File: config.mk
export PLATFORM = sky130hd
export DESIGN_NAME = shift_arbiter
export DESIGN_NICKNAME = d
export VERILOG_FILES = /design/src/rtl/shift_arbiter_pkg.sv /design/src/rtl/shift_arbiter_left_shift.sv /design/src/rtl/shift_arbiter.sv
export SDC_FILE = /design/constraint.sdc
export NUM_CORES = 1
export LEC_CHECK = 0
export CAP_MARGIN = 20
export CORE_AREA = 2 2 122 124
export CTS_CLUSTER_DIAMETER = 150
export DETAILED_ROUTE_END_ITERATION = 8
export DIE_AREA = 0 0 124 126
export HOLD_SLACK_MARGIN = 0.15
export PLACE_DENSITY = 0.82
export RECOVER_POWER = 50
export SKIP_LAST_GASP = 1
export SLEW_MARGIN = 10
export SYNTH_ARGS = -nofsm -noshare
export SYNTH_HDL_FRONTEND = slang
export SYNTH_HIERARCHICAL = 1
export SYNTH_SLANG_ARGS = --single-unit
File: constraint.sdc
create_clock -name clk -period 2.8 [get_ports clk]
set_input_delay 0.28 -clock clk [delete_from_list [all_inputs] [get_ports clk]]
set_output_delay 0.28 -clock clk [all_outputs]
set_load 0.01 [all_outputs]
File: src/rtl/shift_arbiter_pkg.sv
// Shared definitions for the shift arbiter: op and state encodings, plus a
// 32-bit bit-reversal helper used to turn the left shifter into a right shifter.
package shift_arbiter_pkg;

  typedef enum logic [1:0] {
    OpSll = 2'b00,
    OpSrl = 2'b01,
    OpSra = 2'b10,
    OpIll = 2'b11
  } op_e;

  typedef enum logic [1:0] {
    StIdle = 2'b00,
    StExec = 2'b01,
    StFill = 2'b10,
    StResp = 2'b11
  } state_e;

  localparam int unsigned ShiftWidth = 32;

  function automatic logic [31:0] bitrev32(input logic [31:0] x);
    logic [31:0] r;
    for (int i = 0; i < 32; i++) begin
      r[i] = x[31-i];
    end
    return r;
  endfunction

endpackage

File: src/rtl/shift_arbiter_left_shift.sv
// Combinational 32-bit logical left shifter, the shared datapath.
//   in1 : operand
//   in2 : shift amount (0..31)
//   out : in1 << in2, zero filled
module left_shift (
  input  logic [31:0] in1,
  input  logic [4:0]  in2,
  output logic [31:0] out
);

  assign out = in1 << in2;

endmodule

File: src/rtl/shift_arbiter.sv
// Arbitrates two requesters onto one left shifter and sequences SLL, SRL and
// SRA through it. Right shifts reverse the operand and result bits; SRA adds a
// second pass that shifts an all-ones word to build the sign-fill mask.
//   clk, rst    : clock, asynchronous active-high reset
//   req_valid   : per-requester request valid
//   req_ready   : one-hot grant, only ever high in idle
//   req_op      : 2-bit op per requester (SLL/SRL/SRA/illegal)
//   req_a       : 32-bit operand per requester
//   req_b       : 32-bit shift amount per requester, low 5 bits used
//   resp_valid  : result valid for the owning requester
//   resp_ready  : per-requester result accept
//   resp_data   : registered result, shared
//   resp_err    : set when the op was illegal
//   busy        : high whenever not idle
module shift_arbiter
  import shift_arbiter_pkg::*;
#(
  parameter bit          FAIR  = 1'b1,
  parameter int unsigned WIDTH = 32
) (
  input  logic                 clk,
  input  logic                 rst,
  input  logic [1:0]           req_valid,
  output logic [1:0]           req_ready,
  input  logic [3:0]           req_op,
  input  logic [2*WIDTH-1:0]   req_a,
  input  logic [2*WIDTH-1:0]   req_b,
  output logic [1:0]           resp_valid,
  input  logic [1:0]           resp_ready,
  output logic [WIDTH-1:0]     resp_data,
  output logic                 resp_err,
  output logic                 busy
);

  state_e           state_q, state_d;
  logic             owner_q, owner_d;
  logic             ptr_q, ptr_d;
  op_e              op_q, op_d;
  logic [WIDTH-1:0] a_q, a_d;
  logic [4:0]       sh_q, sh_d;
  logic [WIDTH-1:0] result_q, result_d;
  logic             err_q, err_d;

  logic             gnt;
  logic [31:0]      shift_in1, shift_out;
  logic [4:0]       shift_in2;

  logic [1:0]       lane_op [2];
  logic [WIDTH-1:0] lane_a  [2];
  logic [4:0]       lane_sh [2];

  assign lane_op[0] = req_op[1:0];
  assign lane_op[1] = req_op[3:2];
  assign lane_a[0]  = req_a[WIDTH-1:0];
  assign lane_a[1]  = req_a[2*WIDTH-1:WIDTH];
  assign lane_sh[0] = req_b[4:0];
  assign lane_sh[1] = req_b[WIDTH+4:WIDTH];

  // Upper bits of the shift amount lanes are intentionally ignored.
  logic unused_b;
  assign unused_b = ^{req_b[2*WIDTH-1:WIDTH+5], req_b[WIDTH-1:5]};

  left_shift u_left_shift (
    .in1 (shift_in1),
    .in2 (shift_in2),
    .out (shift_out)
  );

  // Round-robin prefers the pointer requester; fixed priority prefers 0.
  always_comb begin
    if (FAIR) begin
      gnt = req_valid[ptr_q] ? ptr_q : ~ptr_q;
    end else begin
      gnt = req_valid[0] ? 1'b0 : 1'b1;
    end
  end

  always_comb begin
    state_d    = state_q;
    owner_d    = owner_q;
    ptr_d      = ptr_q;
    op_d       = op_q;
    a_d        = a_q;
    sh_d       = sh_q;
    result_d   = result_q;
    err_d      = err_q;
    req_ready  = 2'b00;
    resp_valid = 2'b00;
    shift_in1  = '0;
    shift_in2  = '0;

    unique case (state_q)
      StIdle: begin
        if (|req_valid) begin
          req_ready[gnt] = 1'b1;
          owner_d        = gnt;
          op_d           = op_e'(lane_op[gnt]);
          a_d            = lane_a[gnt];
          sh_d           = lane_sh[gnt];
          state_d        = StExec;
        end
      end
      StExec: begin
        shift_in2 = sh_q;
        err_d     = 1'b0;
        state_d   = StResp;
        unique case (op_q)
          OpSll: begin
            shift_in1 = a_q;
            result_d  = shift_out;
          end
          OpSrl, OpSra: begin
            shift_in1 = bitrev32(a_q);
            result_d  = bitrev32(shift_out);
            if (op_q == OpSra) state_d = StFill;
          end
          default: begin
            result_d = '0;
            err_d    = 1'b1;
          end
        endcase
      end
      StFill: begin
        // Shifting all-ones left then reversing marks the vacated top bits.
        shift_in1 = '1;
        shift_in2 = sh_q;
        if (a_q[WIDTH-1]) result_d = result_q | ~bitrev32(shift_out);
        state_d = StResp;
      end
      StResp: begin
        resp_valid[owner_q] = 1'b1;
        if (resp_ready[owner_q]) begin
          state_d = StIdle;
          if (FAIR) ptr_d = ~owner_q;
        end
      end
      default: state_d = StIdle;
    endcase
  end

  always_ff @(posedge clk or posedge rst) begin
    if (rst) begin
      state_q  <= StIdle;
      owner_q  <= 1'b0;
      ptr_q    <= 1'b0;
      op_q     <= OpSll;
      a_q      <= '0;
      sh_q     <= '0;
      result_q <= '0;
      err_q    <= 1'b0;
    end else begin
      state_q  <= state_d;
      owner_q  <= owner_d;
      ptr_q    <= ptr_d;
      op_q     <= op_d;
      a_q      <= a_d;
      sh_q     <= sh_d;
      result_q <= result_d;
      err_q    <= err_d;
    end
  end

  assign resp_data = result_q;
  assign resp_err  = err_q;
  assign busy      = (state_q != StIdle);

endmodule

==> metrics.cfg <==
[outcome]
status = finished, violations left
violations = max-capacitance violations, max-slew violations, negative setup slack

[floorplan]
die-area_um2 = 15620
die_h_um = 126
fp.coreArea_um2 = 14310
rows = 44
initial_core_util = 0.4296
ioPinCount = 176
die_w_um = 124

[placement]
io_buffers = 121
routabilityCongestion = 0.9880
post-place-ws_ns = -0.5023
placed_area_um2 = 7959
place_hpwl_um = 14460

[sta]
fin_tns_setup_ns = -5.837
worst_pin_slew_ns = 1.717
finalSetupViolCount = 32
fin_skew_ns = 0.005385
hold_viol_final = 0
rsz0062_at_grt = yes
period_needed_ns = 3.082
max_freq_ghz = 0.3244
report.final.slew_viol_count = 33
finalCritPeriodShare = 1.101
slew_headroom = -0.1446
hold_slack_ns = 0.5060
final.setup.worst_slack_ns = -0.2825

[worst_setup_path]
crit_path_end_kind = register
critPathRequiredTime_ns = 3.02
slowest_stage = mux4_2
cp_cell_sequence = inv_2, ha_4, buf_8, a22oi_2, nor2_1, o21a_1, mux4_2, buf_4, mux2_2, a221o_1, a22oi_2, o22ai_1
startpoint_type = register
critPathMaxStageDelay_ns = 0.53
cp.arrival_ns = 3.30
path_common_cell = a22oi_2
rr_worst_depth = 12
worstSetupPathType = register to register
crit_fanout = 8

[grt]
grt-ovfl-total = 0
grt_pass1_vias = 6416
track_usage = 0.2770
antenna_found_initial = 0
grtUsageMet1 = 0.3543
grt_pass1_wl_um = 33920
grt_max_degree = 45
busiest_layer = met2
grt_util_met3 = 0.04937
global_route.usage.met2 = 0.4509

[drt]
wl_per_cell_um = 20.81
drc = 0
dr.pass1.iters = 5
routed_wirelength_um = 21080
ant_nets = 0
via_per_inst = 6.260
dr.first_iter.drc_count = 703
vias = 6341

[power_and_ir_drop]
peakVddDrop_v = 0.001029
cellPowerDensity_nw_per_um2 = 1657
p_int_w = 0.007901
power_frac_comb = 0.782
p_total_w = 0.01479
p_leak_nw = 3.639
power.share.clock = 0.078
switching_power_w = 0.006885
swShare = 0.4656
p_seq_frac = 0.140

[clock_network]
clk_pin_slew_ns = 0.06
cts_buffer_depth = 2
insertion_delay_ns = 0.35
clock_sinks = 76
cts_tree = built
cts_root_buffer = clkbuf_16
htreeDepth = 3
cts_made_buffers = 9

[synthesis]
syn_avg_cell_area_um2 = 9.403
seq_area_frac_synth = 0.3093
yosysUniqueCellTypes = 47
synth_area_um2 = 6150
ys_warn_count = 6
syn_inst = 654
synth_edf_count = 0
yosys_most_used_dff = dfrtp_1
synthArstFlopShare = 1.000
synth_nets = 799
synth_seq_cells = 76

[cells_and_area]
fin_area_um2 = 8924
mostFrequentLayoutCells = 120 x clkdlybuf4s50_1, 88 x buf_4, 76 x dfrtp_1
final_common_cell = clkdlybuf4s50_1
num-nets-final = 970
n_antenna_cell = 0
syn_to_final_growth_pct = 45.11
post_route_cells_drive_above_1_share = 0.3112
fillCellCount = 1173

[min_path]
hold_path_depth = 1
hold_class = register to register

[flow_run]
drv_cap = 1

per-stage QoR:
step,util,cells
2_1_floorplan,-,654
3_3_place_gp,0.5560,979
3_5_place_dp,0.5560,979
4_1_cts,0.6097,1008
5_1_grt,0.6234,1013
6_report,0.6234,1013
registers in the layout, indices dropped and copies added, names as in the netlist:
register and flops:
a_q 32, resp_data 32, sh_q 5, op_q 2
state_q 2, owner_q 1, ptr_q 1, resp_err 1
kinds of logic (layout without fill, tap and decap cells):
| kind of cell | Yosys count | after routing | synth area share |
|---|---|---|---|
| AO/OA/AOI/OAI | 253 | 253 | 0.3034 |
| adder cells (fa/ha/maj) | 7 | 7 | 0.01424 |
| buffers and inverters | 117 | 292 | 0.09501 |
| flip-flops | 76 | 76 | 0.3093 |
| multiplexers | 59 | 59 | 0.1638 |
| AND/OR/NAND/NOR | 142 | 142 | 0.1143 |
Yosys cell counts (all sizes together), types with 11 or more instances:
cell    count  share of area
dfrtp      76           0.31
a22oi      75          0.092
nor2       54          0.033
inv        43          0.026
clkbuf     42          0.032
a221o      41          0.067
and3       40          0.041
a21oi      39          0.032
o22ai      35          0.037
o21a       32          0.039
buf        31          0.036
mux4       28           0.11
mux2       20          0.037
nand2      19          0.012
and2       12          0.012
mux2i      11          0.018
worst max-delay path: cells and delay by family (launching register included):
| family | cells | cell delay, ns |
|---|---|---|
| AO/OA/AOI/OAI | 5 | 1.03 |
| AND/OR/NAND/NOR | 1 | 0.07 |
| buffers and inverters | 3 | 0.42 |
| multiplexers | 2 | 0.78 |
| flip-flops | 1 | 0.40 |
| adder cells (fa/ha/maj) | 1 | 0.24 |
power by group through the flow:
stage	sequential [W]	combinational (W)	clock, W
floorplan	0.00199	0.00620	0
global placement	0.00202	0.00933	0
detailed placement	0.00202	0.00941	0
CTS	0.00203	0.0107	0.00116
global route	0.00212	0.0123	0.00122
finish	0.00207	0.0116	0.00115
layout make-up:
class | instances | area, µm² | share of cell area
multi-input cells | 461 | 4088 | 0.4581
inverters | 44 | 165.2 | 0.01851
clock inverters | 5 | 52.55 | 0.005889
flip-flops and latches | 76 | 1902 | 0.2131
clock buffers | 10 | 239.0 | 0.02678
repair buffers | 233 | 2247 | 0.2518
well taps | 184 | 230.2 | 0.02580
what timing repair did:
| action | CTS | global route |
|---|---|---|
| resized for setup | 81 | 32 |
| pin swaps | 32 | 23 |
| buffers inserted | 13 | 4 |
| endpoints found under the setup margin | 32 | 32 |
| gates cloned | 3 | 0 |
| hold buffers | 0 | 0 |
routing by layer:
layer	up-vias	share of wire
met3	62	0.064
met5	-	0
li1	2854	-
met1	3089	0.40
met2	336	0.50
met4	0	0.032
path summary, 6_finish.rpt:
check | start | endpoint | slack [ns]
worst max-delay path | op_q[0] | resp_data[10] | -0.28
worst min-delay path | sh_q[3] | sh_q[3] | 0.51
worst max register to register | op_q[0] | resp_data[10] | -0.28
worst min register to register | sh_q[3] | sh_q[3] | 0.51
max in group asynchronous | rst | resp_data[19] | 0.73
min in group asynchronous | rst | sh_q[1] | 0.81
(Power assumes the default switching activity.)
==> variant, RTL diff (config.mk and constraints unchanged) <==
Register the output `resp_err` once more, without a reset; this adds one clock of latency there. The other outputs are not delayed to match.
--- a/src/rtl/shift_arbiter.sv
+++ b/src/rtl/shift_arbiter.sv
@@ -161,7 +161,9 @@
   end
 
   assign resp_data = result_q;
-  assign resp_err  = err_q;
+  always_ff @(posedge clk) begin
+    resp_err <= err_q;
+  end
   assign busy      = (state_q != StIdle);
 
 endmodule
Formal check against the unedited RTL: not equivalent (a bounded check fails within 4 cycles, from zero or initial values and one cycle with rst high).
==> variant against the unedited design <==
The flow finishes with violations (setup timing). Hold slack worse by 0.14 ns. Die area stayed put. Clock skew is 0.0012 ns higher. First-iteration DRC count is 4.4% lower. Via count is 2.1% lower. Area after synthesis is 0.33% higher. Worst setup slack better by 0.076 ns. Total power is 3.3% lower. Final area is 1.3% lower. Routed wire length is 8.3% lower. Sequential cell count is 1 higher. Utilization is 0.79 points lower.
==> variant: results (changes against the unedited design) <==
The final-layout worst hold slack is 0.369 ns (-0.137 ns). The largest net degree at the start of global routing is 49 (+8.9%), and the routed length per placed instance is 19.3 um (-7.4%). The via count normalized by instance count was 6.19 (-1.1%); the total of fill cells in the finished design was 1206 (+2.8%). Number of endpoints failing setup at the final stage: 32 (unchanged). The proportion of layout cells with a drive suffix above 1 works out to 0.275 (-0.0365). Standard cell area after detailed placement: 7950 um^2 (about the same).

For the first-pass GRT wire length, the log shows 30.4 mm (-10%). The arrival time reported for the critical path endpoint is 3.22 ns (-0.08 ns), and the via count of the first global-routing pass is 5713 (-11%). The tools report the detailed placement HPWL as 13.7 mm (-5.5%). The sort of element at the start of the critical path is a flop. The power density over the cells came out at 1620 nW/um^2 (-2.1%). The number of nets in the synthesized netlist is 800 (+0.13%). The number of nets in the layout came out at 960 (-1.0%). The number of unique standard cell types used by synthesis is 48 (+2.1%). The worst-path maximum fanout is 13 (+5). The run gives 3.62 nW (-0.52%) as the total leakage power. The tools report the global router's overall resource usage as 0.245 (-0.0315). The run finished, with violations left. The final sum of negative setup slack was -4.30 ns (+1.54 ns); the worst reg-to-reg path cell count was 11 (-1).

The final setup slack of the worst path is -0.206 ns (+0.0763 ns). The final reports fail on setup timing. For the maximum clock skew at final layout, the log shows 0.00657 ns (+0.00119 ns). The run gives 672 (-4.4%) as the initial DRC count.

The proportion of register bits with asynchronous set or reset after synthesis was 0.987 (-0.0130). Mean cell area of the mapped netlist: 9.42 um^2 (+0.17%). The largest voltage drop on the vdd net was 893 uV (-13%). The number of instances on the worst hold path is 0 (-1). The tools report the start of the worst register-to-register path as op_q[1]$_DFFE_PP0P_. The largest incremental delay on the critical path came out at 0.49 ns (-0.04 ns). The run gives 0.987 (-0.10%) as the final RePlAce weighted congestion. For the setup slack after placement, the log shows -0.311 ns (+0.192 ns).
[variant: what timing repair did]
action | CTS | global route
endpoints found under the setup margin | 32 | 32
resized for setup | 41 | 37
cloned | 3 | 1
pin swaps | 32 | 20
buffers inserted | 7 | 2
[variant: worst paths after layout]
| check | end |
|---|---|
| max | resp_data[5]$_DFFE_PP0P_ |
| min | resp_err$_DFF_P_ |
| max reg2reg | resp_data[5]$_DFFE_PP0P_ |
| min reg2reg | resp_err$_DFF_P_ |
| max in group asynchronous | a_q[24]$_DFFE_PP0P_ |
| min in group asynchronous | resp_data[4]$_DFFE_PP0P_ |
[variant: cell type report]
type / count / area, um^2 / area share
clock inverters: 4 / 120 / 0.0136
inverters: 44 / 165 / 0.0187
well taps: 184 / 230 / 0.0261
clock buffers: 11 / 243 / 0.0275
flip-flops and latches: 77 / 1920 / 0.218
repair buffers: 222 / 2160 / 0.245
multi-input cells: 461 / 3970 / 0.451
[variant: logic make-up after synthesis]
| group | Yosys count | synth area share |
|---|---|---|
| AND/OR/NAND/NOR | 142 | 0.114 |
| multiplexers | 59 | 0.163 |
| AO/OA/AOI/OAI | 253 | 0.302 |
| flip-flops | 77 | 0.311 |
| adder cells (fa/ha/maj) | 7 | 0.0142 |
| buffers and inverters | 117 | 0.0947 |
[variant: layer usage]
layer / vias up / track usage / part of all wire / wire (um)
met5: - / 0 / 0 / 0
met4: 0 / 0.0826 / 0.026 / 510
met3: 45 / 0.0408 / 0.065 / 1250
met2: 288 / 0.389 / 0.48 / 9370
met1: 3041 / 0.340 / 0.42 / 8200
li1: 2837 / - / - / -
[variant: power breakdown]
part / internal (W) / total, W / switching, W
Clock: 0.000981 / 0.00144 / 0.000457
Combinational: 0.00529 / 0.0108 / 0.00553
Sequential: 0.00163 / 0.00204 / 0.000412
